## src/rtl/piso_serializer.sv

```systemverilog
// Parallel-in serial-out transmitter: WIDTH-bit word out MSB-first on Q, each bit held BIT_CYCLES clocks.
// Define PISO_PARITY_EN to append one even-parity bit period after the data bits.
module piso_serializer #(
  parameter int WIDTH      = 8,
  parameter int BIT_CYCLES = 1
) (
  input  logic             Clk,
  input  logic             Rst,
  input  logic [WIDTH-1:0] Din,
  input  logic             Load,
  output logic             Ready,
  output logic             Busy,
  output logic             Q,
  output logic             Done
);

  localparam int CYC_W = (BIT_CYCLES > 1) ? $clog2(BIT_CYCLES) : 1;
  localparam int IDX_W = $clog2(WIDTH);
  localparam logic [CYC_W-1:0] CYC_LAST = CYC_W'(BIT_CYCLES - 1);
  localparam logic [IDX_W-1:0] IDX_MSB  = IDX_W'(WIDTH - 1);

`ifdef PISO_PARITY_EN
  typedef enum logic [1:0] {ST_IDLE = 2'd0, ST_SHIFT = 2'd1, ST_PARITY = 2'd2} state_t;

  function automatic logic even_parity(input logic [WIDTH-1:0] word);
    return ^word;
  endfunction
`else
  typedef enum logic [1:0] {ST_IDLE = 2'd0, ST_SHIFT = 2'd1} state_t;
`endif

  state_t           state_r, state_s;
  logic [WIDTH-1:0] shreg_r, shreg_s;
  logic [CYC_W-1:0] cyc_r, cyc_s;
  logic [IDX_W-1:0] idx_r, idx_s;
  logic             q_s, ready_s, busy_s, done_s;
`ifdef PISO_PARITY_EN
  logic             parity_r, parity_s;
`endif

  // State, datapath and registered outputs
  always_ff @(posedge Clk) begin
    if (Rst) begin
      state_r  <= ST_IDLE;
      shreg_r  <= {WIDTH{1'b0}};
      cyc_r    <= {CYC_W{1'b0}};
      idx_r    <= {IDX_W{1'b0}};
`ifdef PISO_PARITY_EN
      parity_r <= 1'b0;
`endif
      Q        <= 1'b0;
      Ready    <= 1'b1;
      Busy     <= 1'b0;
      Done     <= 1'b0;
    end else begin
      state_r  <= state_s;
      shreg_r  <= shreg_s;
      cyc_r    <= cyc_s;
      idx_r    <= idx_s;
`ifdef PISO_PARITY_EN
      parity_r <= parity_s;
`endif
      Q        <= q_s;
      Ready    <= ready_s;
      Busy     <= busy_s;
      Done     <= done_s;
    end
  end

  // Next-state and datapath update
  always_comb begin
    state_s  = state_r;
    shreg_s  = shreg_r;
    cyc_s    = cyc_r;
    idx_s    = idx_r;
`ifdef PISO_PARITY_EN
    parity_s = parity_r;
`endif
    case (state_r)
      ST_IDLE: begin
        if (Load) begin
          state_s  = ST_SHIFT;
          shreg_s  = Din;
          cyc_s    = {CYC_W{1'b0}};
          idx_s    = IDX_MSB;
`ifdef PISO_PARITY_EN
          parity_s = even_parity(Din);
`endif
        end else begin
          state_s = ST_IDLE;
        end
      end
      ST_SHIFT: begin
        if (cyc_r == CYC_LAST) begin
          cyc_s = {CYC_W{1'b0}};
          if (idx_r == {IDX_W{1'b0}}) begin
`ifdef PISO_PARITY_EN
            state_s = ST_PARITY;
`else
            state_s = ST_IDLE;
`endif
          end else begin
            idx_s   = idx_r - IDX_W'(1);
            shreg_s = {shreg_r[WIDTH-2:0], 1'b0};
          end
        end else begin
          cyc_s = cyc_r + CYC_W'(1);
        end
      end
`ifdef PISO_PARITY_EN
      ST_PARITY: begin
        if (cyc_r == CYC_LAST) begin
          cyc_s   = {CYC_W{1'b0}};
          state_s = ST_IDLE;
        end else begin
          cyc_s = cyc_r + CYC_W'(1);
        end
      end
`endif
      default: begin
        state_s = ST_IDLE;
      end
    endcase
  end

  // Output values for the coming cycle, derived from the next state
  always_comb begin
    q_s     = 1'b0;
    ready_s = (state_s == ST_IDLE);
    busy_s  = (state_s != ST_IDLE);
    done_s  = (state_r != ST_IDLE) && (state_s == ST_IDLE);
    case (state_s)
      ST_IDLE:   q_s = 1'b0;
      ST_SHIFT:  q_s = shreg_s[WIDTH-1];
`ifdef PISO_PARITY_EN
      ST_PARITY: q_s = parity_s;
`endif
      default:   q_s = 1'b0;
    endcase
  end

endmodule

```

## config.mk

```make
export PLATFORM = sky130hd
export DESIGN_NAME = piso_serializer
export DESIGN_NICKNAME = d
export VERILOG_FILES = /design/src/rtl/piso_serializer.sv
export SDC_FILE = /design/constraint.sdc
export NUM_CORES = 1
export LEC_CHECK = 0
export ABC_CLOCK_PERIOD_IN_PS = 2220
export BUFFER_PORTS_ARGS = -buffer_cell sky130_fd_sc_hd__buf_4
export CAP_MARGIN = 20
export CORE_MARGIN = 8
export CORE_UTILIZATION = 49
export CTS_BUF_LIST = sky130_fd_sc_hd__clkbuf_4
export DETAILED_ROUTE_END_ITERATION = 10
export PLACE_DENSITY = 0.72
export SLEW_MARGIN = 15
export SYNTH_ARGS = -nofsm -noshare
export SYNTH_HDL_FRONTEND = slang
export SYNTH_SLANG_ARGS = --single-unit
export TNS_END_PERCENT = 100
```

## constraint.sdc

```tcl
create_clock -name Clk -period 2.22 [get_ports Clk]
set_input_delay 0.444 -clock Clk [delete_from_list [all_inputs] [get_ports Clk]]
set_output_delay 0.444 -clock Clk [all_outputs]
set_load 0.02 [all_outputs]
```

==> results of run 1 <==
cell usage after synthesis:
cell       count  area (sq um)
a21oi_1        3         15.01
a2111oi_0      1         8.760
nor2_2         1         6.260
mux2i_1        1         10.01
inv_1          3         11.26
dfxtp_1       16         320.3
buf_4          1         7.510
and3b_1        1         8.760
o21ai_2        1         8.760
buf_2          1         5.000
a311oi_1       1         8.760
a31oi_1        2         12.51
conb_1         1         3.750
o21a_1         1         7.510
nor3b_2        1         12.51
or2_0          1         6.260
a221oi_1       1         8.760
nand3b_1       5         37.54
nor2b_1        1         6.260
or3b_1         1         8.760
and2b_4        1         10.01
clkbuf_1       2         7.510
a2111oi_4      1         27.53
a32oi_1        2         17.52
o211ai_1       2         15.01
o21ai_0        1         5.000
nand2b_1       8         50.05
nand2_1        1         3.750
or4_1          1         7.510
nor2_1         1         3.750
nor3_1         2         10.01
ha_1           2         25.02
o21ai_1        1         5.000
o221ai_1       4         35.03
clkinv_1       1         3.750
and2b_1        1         7.510
cells by family after synthesis:
logic type / after synthesis
mux: 1
buf+inv: 8
fa+ha+maj: 2
simple gates: 26
flops: 16
compound gates: 21
other cells: 1
registers in the layout (all words and copies together), names as in the netlist:
register	flops
shreg_r	7
idx_r	3
state_r	2
Busy	1
Done	1
Q	1
Ready	1
per-stage QoR:
stage          instances  instance area, sq um
3_3_place_gp         101                 853.3
6_report             105                 879.6
2_1_floorplan         75                 748.2
5_1_grt              105                 879.6
3_5_place_dp         101                 853.3
4_1_cts              105                 879.6
layer usage:
layer  global-route usage [%]  part of all wire, %  wire length, um  vias to the layer above
met3                    3.209                  7.0               99                        3
met1                    13.78                   50              711                      263
li1                         -                    -                -                      302
met4                    4.800                  1.8               25                        0
met5                        0                    0                0                        -
met2                    14.93                   41              586                       14
path summary, 6_finish.rpt:
check / start / end / slack, ns
setup / recovery: idx_r[0] / idx_r[2] / 0.78
hold / removal: Din[2] / shreg_r[2] / 0.38
setup reg to reg: idx_r[0] / idx_r[2] / 0.78
hold reg to reg: idx_r[1] / idx_r[1] / 0.48
worst register-to-register path: stages, from the launching register on:
cell and delay [ns]:
dfxtp_1 0.36, inv_1 0.08, ha_1 0.23, or4_1 0.47, a311oi_1 0.24
power breakdown:
group          internal (mW)  switching, mW  leakage (nW)
clock                 0.0654         0.0957        0.0154
combinational         0.0482         0.0508         0.184
sequential             0.304         0.0135         0.132
total                  0.417          0.160         0.331
area by class of cell:
cell class	count	area, sq um
clock buffers	3	22.52
clock inverters	1	3.754
fillers	139	591.8
inverters	4	15.01
multi-input cells	51	392.9
flip-flops and latches	16	320.3
well taps	16	20.02
repair buffers	14	105.1
==> impl.org, run 1 <==
** Outcome
- Run status :: finished clean

** Cells and area
- The top cell types in the final layout, fill and taps aside, are 16 x dfxtp_1, 14 x buf_4, 8 x nand2b_1, 5 x nand3b_1, 4 x o221ai_1.
- Once layout is complete, the utilization of the core stands at 59.78%.
- Layout overhead on the synthesized area :: 17.56%
- Number of antenna diodes :: 0
- Fraction of layout instances using a drive strength above 1 :: approximately 25%
- Final layout net count :: just over 100
- The library cell used most frequently in the layout, excluding fill and tap cells, is dfxtp_1.

** STA
- The final hold violation count is 0.
- Final critical-path share of the clock period :: 64.89%
- Setup TNS :: 0 ns
- Final critical-path required period :: 1.441 ns
- Setup slack on the critical path of the routed design comes to 0.7795 ns.
- Timing would allow up to 0.6942 GHz.
- The final count of pins violating max slew was 0.
- Setup violation total in the final timing report :: 0
- Worst Skew :: between 0.004 and 0.005 ns
- Final worst hold slack :: between 0.3 and 0.4 ns
- Setup repair after global routing left no endpoint under its margin.

** Critical path
- STA classifies the critical path endpoint as a register.
- Of all nets on the critical path, the largest fanout is 3.
- Class of the most critical setup path :: register to register
- Endpoint arrival time on the critical path :: 1.65 ns
- Together, buffers and inverters on the worst path number 1.
- Walking the worst path, the cells encountered are inv_1 > ha_1 > or4_1 > a311oi_1.
- Cell family with the largest share of critical-path delay :: simple AND/OR/NAND/NOR gates
- Logic depth of the worst setup path including buffers :: 4
- STA classifies the critical path startpoint as a register.
- Data on the critical path is required at its endpoint by roughly 2.4 ns.
- The number of cells on the worst reg-to-reg path is 4.
- Slowest stage cell, crit path :: or4_1
- Crit-path max cell delay :: 0.46 ns

** Yosys
- Counting flops and latches in the post-synthesis netlist gives 16.
- Of the total synthesized cell area, the portion taken by XOR and XNOR cells is 0%.
- After synthesis, flip-flops and latches occupy 42.81% of the total area.
- Summing the areas of all and, or, nand and nor instances in the mapped netlist gives 23.91% of the synthesized area.
- Main combinational cell family by area after synthesis :: simple AND/OR/NAND/NOR gates
- Share of the synthesized area in compound gates (AO/OA/AOI/OAI) :: 23.41%
- A synthesized cell averages about 10 sq um.
- After Yosys synthesis, full adders, half adders and majority gates account for 3.344% of the synthesized area.
- During synthesis, Yosys emitted a total of 0 warnings.
- Synth unique cells :: 36
- Synthesis produced a netlist whose cell count is 75.
- Synth Cell Area :: 748.2 sq um
- Post-Syn Nets :: 88
- Mux cell area share after synthesis :: under 10%

** Global route
- Vias in the first global route :: around 550
- Global routing used 10.38% of the available tracks across all layers.
- Maximum number of pins on one net before global-route repair :: 20
- Global-route wire length before repair :: 2366 um
- Aggregate global routing overflow :: 0
- The number of antenna violations at the first check in global routing came to 0.

** Power and ir drop
- In this run the static leakage power is 0.3315 nW.
- For this design the ratio of total power to cell area is 656.5 nW/um^2.
- Peak ir drop on the vdd network :: 0.3509 mV
- Power consumption :: 0.5774 mW

** Clock network
- Clk sink count :: 16
- The number of hold buffers added after CTS was 0.
- CTS built an H-tree with a depth of 1.
- Root Buffer :: clkbuf_4
- Clock tree synthesis inserted a total of 3 buffers.
- Clock-pin slew was measured on the worst setup and hold paths at 0.10 ns.
- In this run the deepest clock path goes through 2 buffers.
- The clock reaches the later pin of the worst-skew pair after slightly below 0.3 ns.
- Post-CTS Repair Setup Buffers :: 0
- Count of cells resized by post-cts repair :: 0
- TritonCTS built the clock tree.

** Route
- In this run the remaining antenna-violating nets after routing total 0.
- Post-detailed-route via-to-cell ratio :: approximately 5.5
- Dividing the detail-routed wire length by the instance count gives 13.53 um.
- DRC Markers :: 0
- The first TritonRoute pass finished after 3 iterations.
- For this block, the routed nets add up to 1421 um of wire.
- Across all layers, the routed design uses between 500 and 600 vias.
- Number of DRC violations after detailed-routing iteration 0 :: 6

** Floorplanning
- # rows :: 14
- Effective utilization at floorplan :: slightly above 50%
- For this design the top-level I/O count stands at 15.
- In this run the horizontal extent of the chip is 55.08 um.
- In this run the vertical extent of the chip is 55.08 um.
- The die covers 3033 sq um.
- Area inside the core boundary :: 1471 sq um

** Place
- At the end of routability-driven placement, the weighted congestion stood at 0.6688.
- Input and output buffers added on the ports amount to 14.
- At the placement stage, the worst setup path has a slack of 0.7948 ns.
- DPL Wire Length :: between 1000 and 1500 um

** Flow run
- Across the run, the number of max-cap violations was 0.

** Min path
- In this run the worst hold path is classified as input port to register.
- Cell count of the worst hold path :: 3
Note: power is estimated with default switching activity, not from simulation.
==> run 2: changes to the inputs <==
--- a/config.mk
+++ b/config.mk
@@ -5,14 +5,15 @@
 export SDC_FILE = /design/constraint.sdc
 export NUM_CORES = 1
 export LEC_CHECK = 0
-export ABC_CLOCK_PERIOD_IN_PS = 2220
+export ABC_AREA = 1
+export ABC_CLOCK_PERIOD_IN_PS = 1240
 export BUFFER_PORTS_ARGS = -buffer_cell sky130_fd_sc_hd__buf_4
 export CAP_MARGIN = 20
 export CORE_MARGIN = 8
 export CORE_UTILIZATION = 49
 export CTS_BUF_LIST = sky130_fd_sc_hd__clkbuf_4
 export DETAILED_ROUTE_END_ITERATION = 10
-export PLACE_DENSITY = 0.72
+export PLACE_DENSITY = 0.75
 export SLEW_MARGIN = 15
 export SYNTH_ARGS = -nofsm -noshare
 export SYNTH_HDL_FRONTEND = slang
==> constraint.sdc (replaced) <==
create_clock -name Clk -period 1.24 [get_ports Clk]
set_input_delay 0.248 -clock Clk [delete_from_list [all_inputs] [get_ports Clk]]
set_output_delay 0.248 -clock Clk [all_outputs]
set_load 0.02 [all_outputs]
==> impl.org, run 2 <==
** Clock network
- The tree is rooted in a clkbuf_4.
- The quantity of hold-fixing buffers added after cts is 0 (unchanged).
- The number of buffers on the longest clock path was 2 (unchanged).
- The number of levels the H-tree was split into was 1 (unchanged).
- The total clock sinks was 16 (unchanged).
- TritonCTS built the clock tree.
- The number of setup buffers added after CTS was 0 (unchanged).
- The number of clock buffers inserted by TritonCTS was 3 (unchanged).
- Clock Pin Slew Worst Setup and Hold Paths :: 0.09 ns (about the same)
- The later-pin clock latency in the skew report came to 0.28 ns (about the same).

** Critical path
- The biggest fanout along the worst timing path was 8 (+5).
- Class of the most critical setup path :: register to register
- Critical R2R Launch :: idx_r[1]
- Slowest stage cell, crit path :: dfxtp_2
- The maximum cell stage delay along the critical path came to 0.33 ns (-0.13 ns).
- Category of the worst setup path capture point :: register
- Worst setup path endpoint :: idx_r[0]
- Cell-by-cell listing of the critical path :: inv_2 > ha_4 > nand2_4 > nand2_4 > nand2_8 > nor2_8 > nand2_1 > nand2_1
- Number of cells on the worst reg-to-reg path :: 8 (+4)
- Critical Path Start :: idx_r[1]
- Endpoint arrival time on the critical path :: 1.37 ns (-0.28 ns)
- Flop2flop setup slack :: 0.10 ns (-0.68 ns)
- The data required time of the critical path was 1.47 ns (-0.96 ns).
- In this run the critical register-to-register path is captured at idx_r[0].
- The worst setup path is launched from a register.

** Yosys
- The number of instances in the synthesized netlist came to 100 (+33%).
- The area fraction of the dominant cell type after synthesis is 42.60% (-0.21 points).
- The part of the Yosys area used for sequential elements was 42.60% (-0.21 points).
- Largest area contributor in the synthesized netlist :: dfxtp_1
- The post-synthesis cell type count was 18 (-50%).
- Number of flops mapped to enable cells by yosys :: 0 (unchanged)
- Top-count cell post-synth :: nand2_1
- In the post-synthesis netlist, the biggest area contributors are dfxtp_1 43%, nand2_1 21%, nand3_1 6.7%.
- The most used flip-flop cell after synthesis is dfxtp_1.
- The number of warnings issued by yosys came to 0 (unchanged).
- The net count after synthesis was 113 (+28%).
- Most frequent cells after synthesis :: 43 x nand2_1, 16 x dfxtp_1, 10 x inv_1, 10 x nand3_1, 3 x nor2_1
- Synth Cell Area :: 752.0 sq um (+0.50%)
- The proportion of register bits with asynchronous set or reset after synthesis was 0% (unchanged).
- The number of register bits inferred by synthesis is 16 (unchanged).
- The average cell area after synthesis is 7.520 sq um (-25%).

** Floorplanning
- The full die area came to 3044 sq um (+0.36%).
- Y dimension of the die :: 55.18 um (+0.18%)
- The placeable core region came to 1471 sq um (unchanged).
- Width of the chip :: 55.18 um (+0.18%)
- Effective utilization at floorplan :: 51.11% (+0.26 points)
- Ports placed on the boundary :: 15 (unchanged)
- # rows :: 14 (unchanged)

** Route
- Wire length after detailed routing :: 1498 um (+5.4%)
- The routed wirelength normalized by instance count is 11.18 um (-17%).
- The overall via count from detail_route was 655 (+13%).
- The number of nets with antenna violations after routing was 0 (unchanged).
- Drt first pass iters :: 4 (+1)
- The number of DRC violations after detailed-routing iteration 0 is 14 (+8).
- The average vias per placed instance is 4.888 (-12%).
- DRC Markers :: 0 (unchanged)

** Place
- DPL Wire Length :: 1161 um (+13%)
- The number of I/O port buffers came to 14 (unchanged).
- Weighted congestion at the end of routability-driven global placement :: 0.7903 (+18%)

** Flow run
- The total of max-cap violations is 0 (unchanged).

** STA
- The total of endpoints with negative setup slack in the final report came to 0 (unchanged).
- FMAX :: 0.8780 GHz (+26%)
- The clock period minus final worst setup slack was 1.139 ns (-0.3016 ns).
- Count of pins over their slew limit :: 0 (unchanged)
- The worst hold slack is 0.1903 ns (-0.1937 ns).
- The portion of the clock cycle consumed by the worst path in the final layout came to 91.85% (+27 points).
- Worst Skew :: 0.002036 ns (-0.002221 ns)
- Final count of hold timing violations :: 0 (unchanged)
- Setup repair after global routing could not meet its margin everywhere.

** Power and ir drop
- Leakage power figure :: 0.4919 nW (+48%)
- Peak ir drop on the vdd network :: 0.8479 mV (+140%)
- The areal power density over the cells came to 1100 nW/um^2 (+68%).

** Cells and area
- Max FFs per register :: 7 (unchanged)
- The core utilization of the finished layout was 63.01% (+3.2 points).
- The share of post-route cells with drive strength above 1 was 28.81% (+4.1 points).
- Final layout net count :: 133 (+29%)
- Layout overhead on the synthesized area :: 23.29%
- In the final layout, the registers with the most flip-flops are shreg_r: 7 flops, idx_r: 3 flops, state_r: 2 flops.
- The final antenna diode count was 0 (unchanged).
- Most flop-heavy register :: shreg_r
- The library cell used most frequently in the layout, excluding fill and tap cells, is nand2_1.
- The top cell types in the final layout, fill and taps aside, are 43 x nand2_1, 15 x buf_4, 14 x dfxtp_1, 10 x nand3_1, 8 x inv_1.

** Global route
- The global routing usage summed across all routing layers was 11.75% (+1.4 points).
- Maximum number of pins on one net before global-route repair :: 10 (-50%)
- The number of global-route vias before repair was 635 (+15%).
- Global-route wire length before repair :: 2628 um (+11%)
- The number of antenna violations at the first check in global routing came to 0 (unchanged).
- Aggregate global routing overflow :: 0 (unchanged)

** Outcome
- The run finished with clean final reports.

** Min path
- Worst min-delay path category :: input port to register
[run 2: cells by family after synthesis]
logic type	synth area share, %
AOI/OAI and AO/OA	1.996
and+or+nand+nor	45.26
buffers and inverters	6.323
other	0.4987
adders and majority gates	3.327
DFF	42.60
[run 2: where the power goes]
group	switching, mW	internal [mW]	leakage, nW
registers	0.0178	0.541	0.132
logic	0.112	0.0839	0.346
clock network	0.153	0.113	0.0138
total	0.283	0.737	0.492
[run 2: repair_timing]
| item | CTS | global route |
|---|---|---|
| hold endpoints to repair | 0 | 0 |
| gates resized for setup | 0 | 7 |
| endpoints found under the setup margin | 0 | 10 |
[run 2: worst min path at each step]
stage / start / to / slack (ns) / depth (start not counted)
after floorplan: Rst / idx_r[2] / 0.32 / 1
after global placement: shreg_r[2] / shreg_r[2] / 0.43 / 2
after detailed placement: shreg_r[4] / shreg_r[4] / 0.44 / 2
after CTS: Rst / shreg_r[1] / 0.18 / 2
after global routing: Din[0] / shreg_r[0] / 0.18 / 3
final: Din[0] / shreg_r[0] / 0.19 / 3
[run 2: routing by layer]
metal / GRT usage, % / share of wire (%) / vias to the layer above
li1: - / - / 342
met1: 14.15 / 45 / 297
met2: 18.28 / 47 / 14
met3: 4.545 / 7.3 / 2
met4: 4.800 / 0.80 / 0
met5: 0 / 0 / -
[run 2: final cells by class]
| class | instances | area, sq um |
|---|---|---|
| clock buffer | 3 | 22.52 |
| inverter | 12 | 47.55 |
| multi-input combinational | 72 | 401.6 |
| timing repair buffer | 15 | 112.6 |
| fill | 139 | 544.3 |
| tap | 16 | 20.02 |
| sequential | 16 | 322.8 |
[run 2: through the flow]
step | setup slack, ns | area (sq um) | power (mW) | TNS (ns) | std cells
global placement | 0.06704 | 884.6 | 0.7460 | 0 | 131
CTS | 0.007059 | 907.1 | 1.016 | 0 | 134
finish | 0.1011 | 927.1 | 1.020 | 0 | 134
floorplan | 0.09646 | 752.0 | 0.6792 | 0 | 100
global route | -0.006812 | 927.1 | 1.082 | -0.009315 | 134
detailed placement | 0.02386 | 884.6 | 0.7503 | 0 | 131
[run 2: worst max-delay path, delay by kind of cell, from the launching register on]
family | cells | cell delay [ns]
simple gates | 6 | 0.53
fa+ha+maj | 1 | 0.14
flops | 1 | 0.33
buf+inv | 1 | 0.07
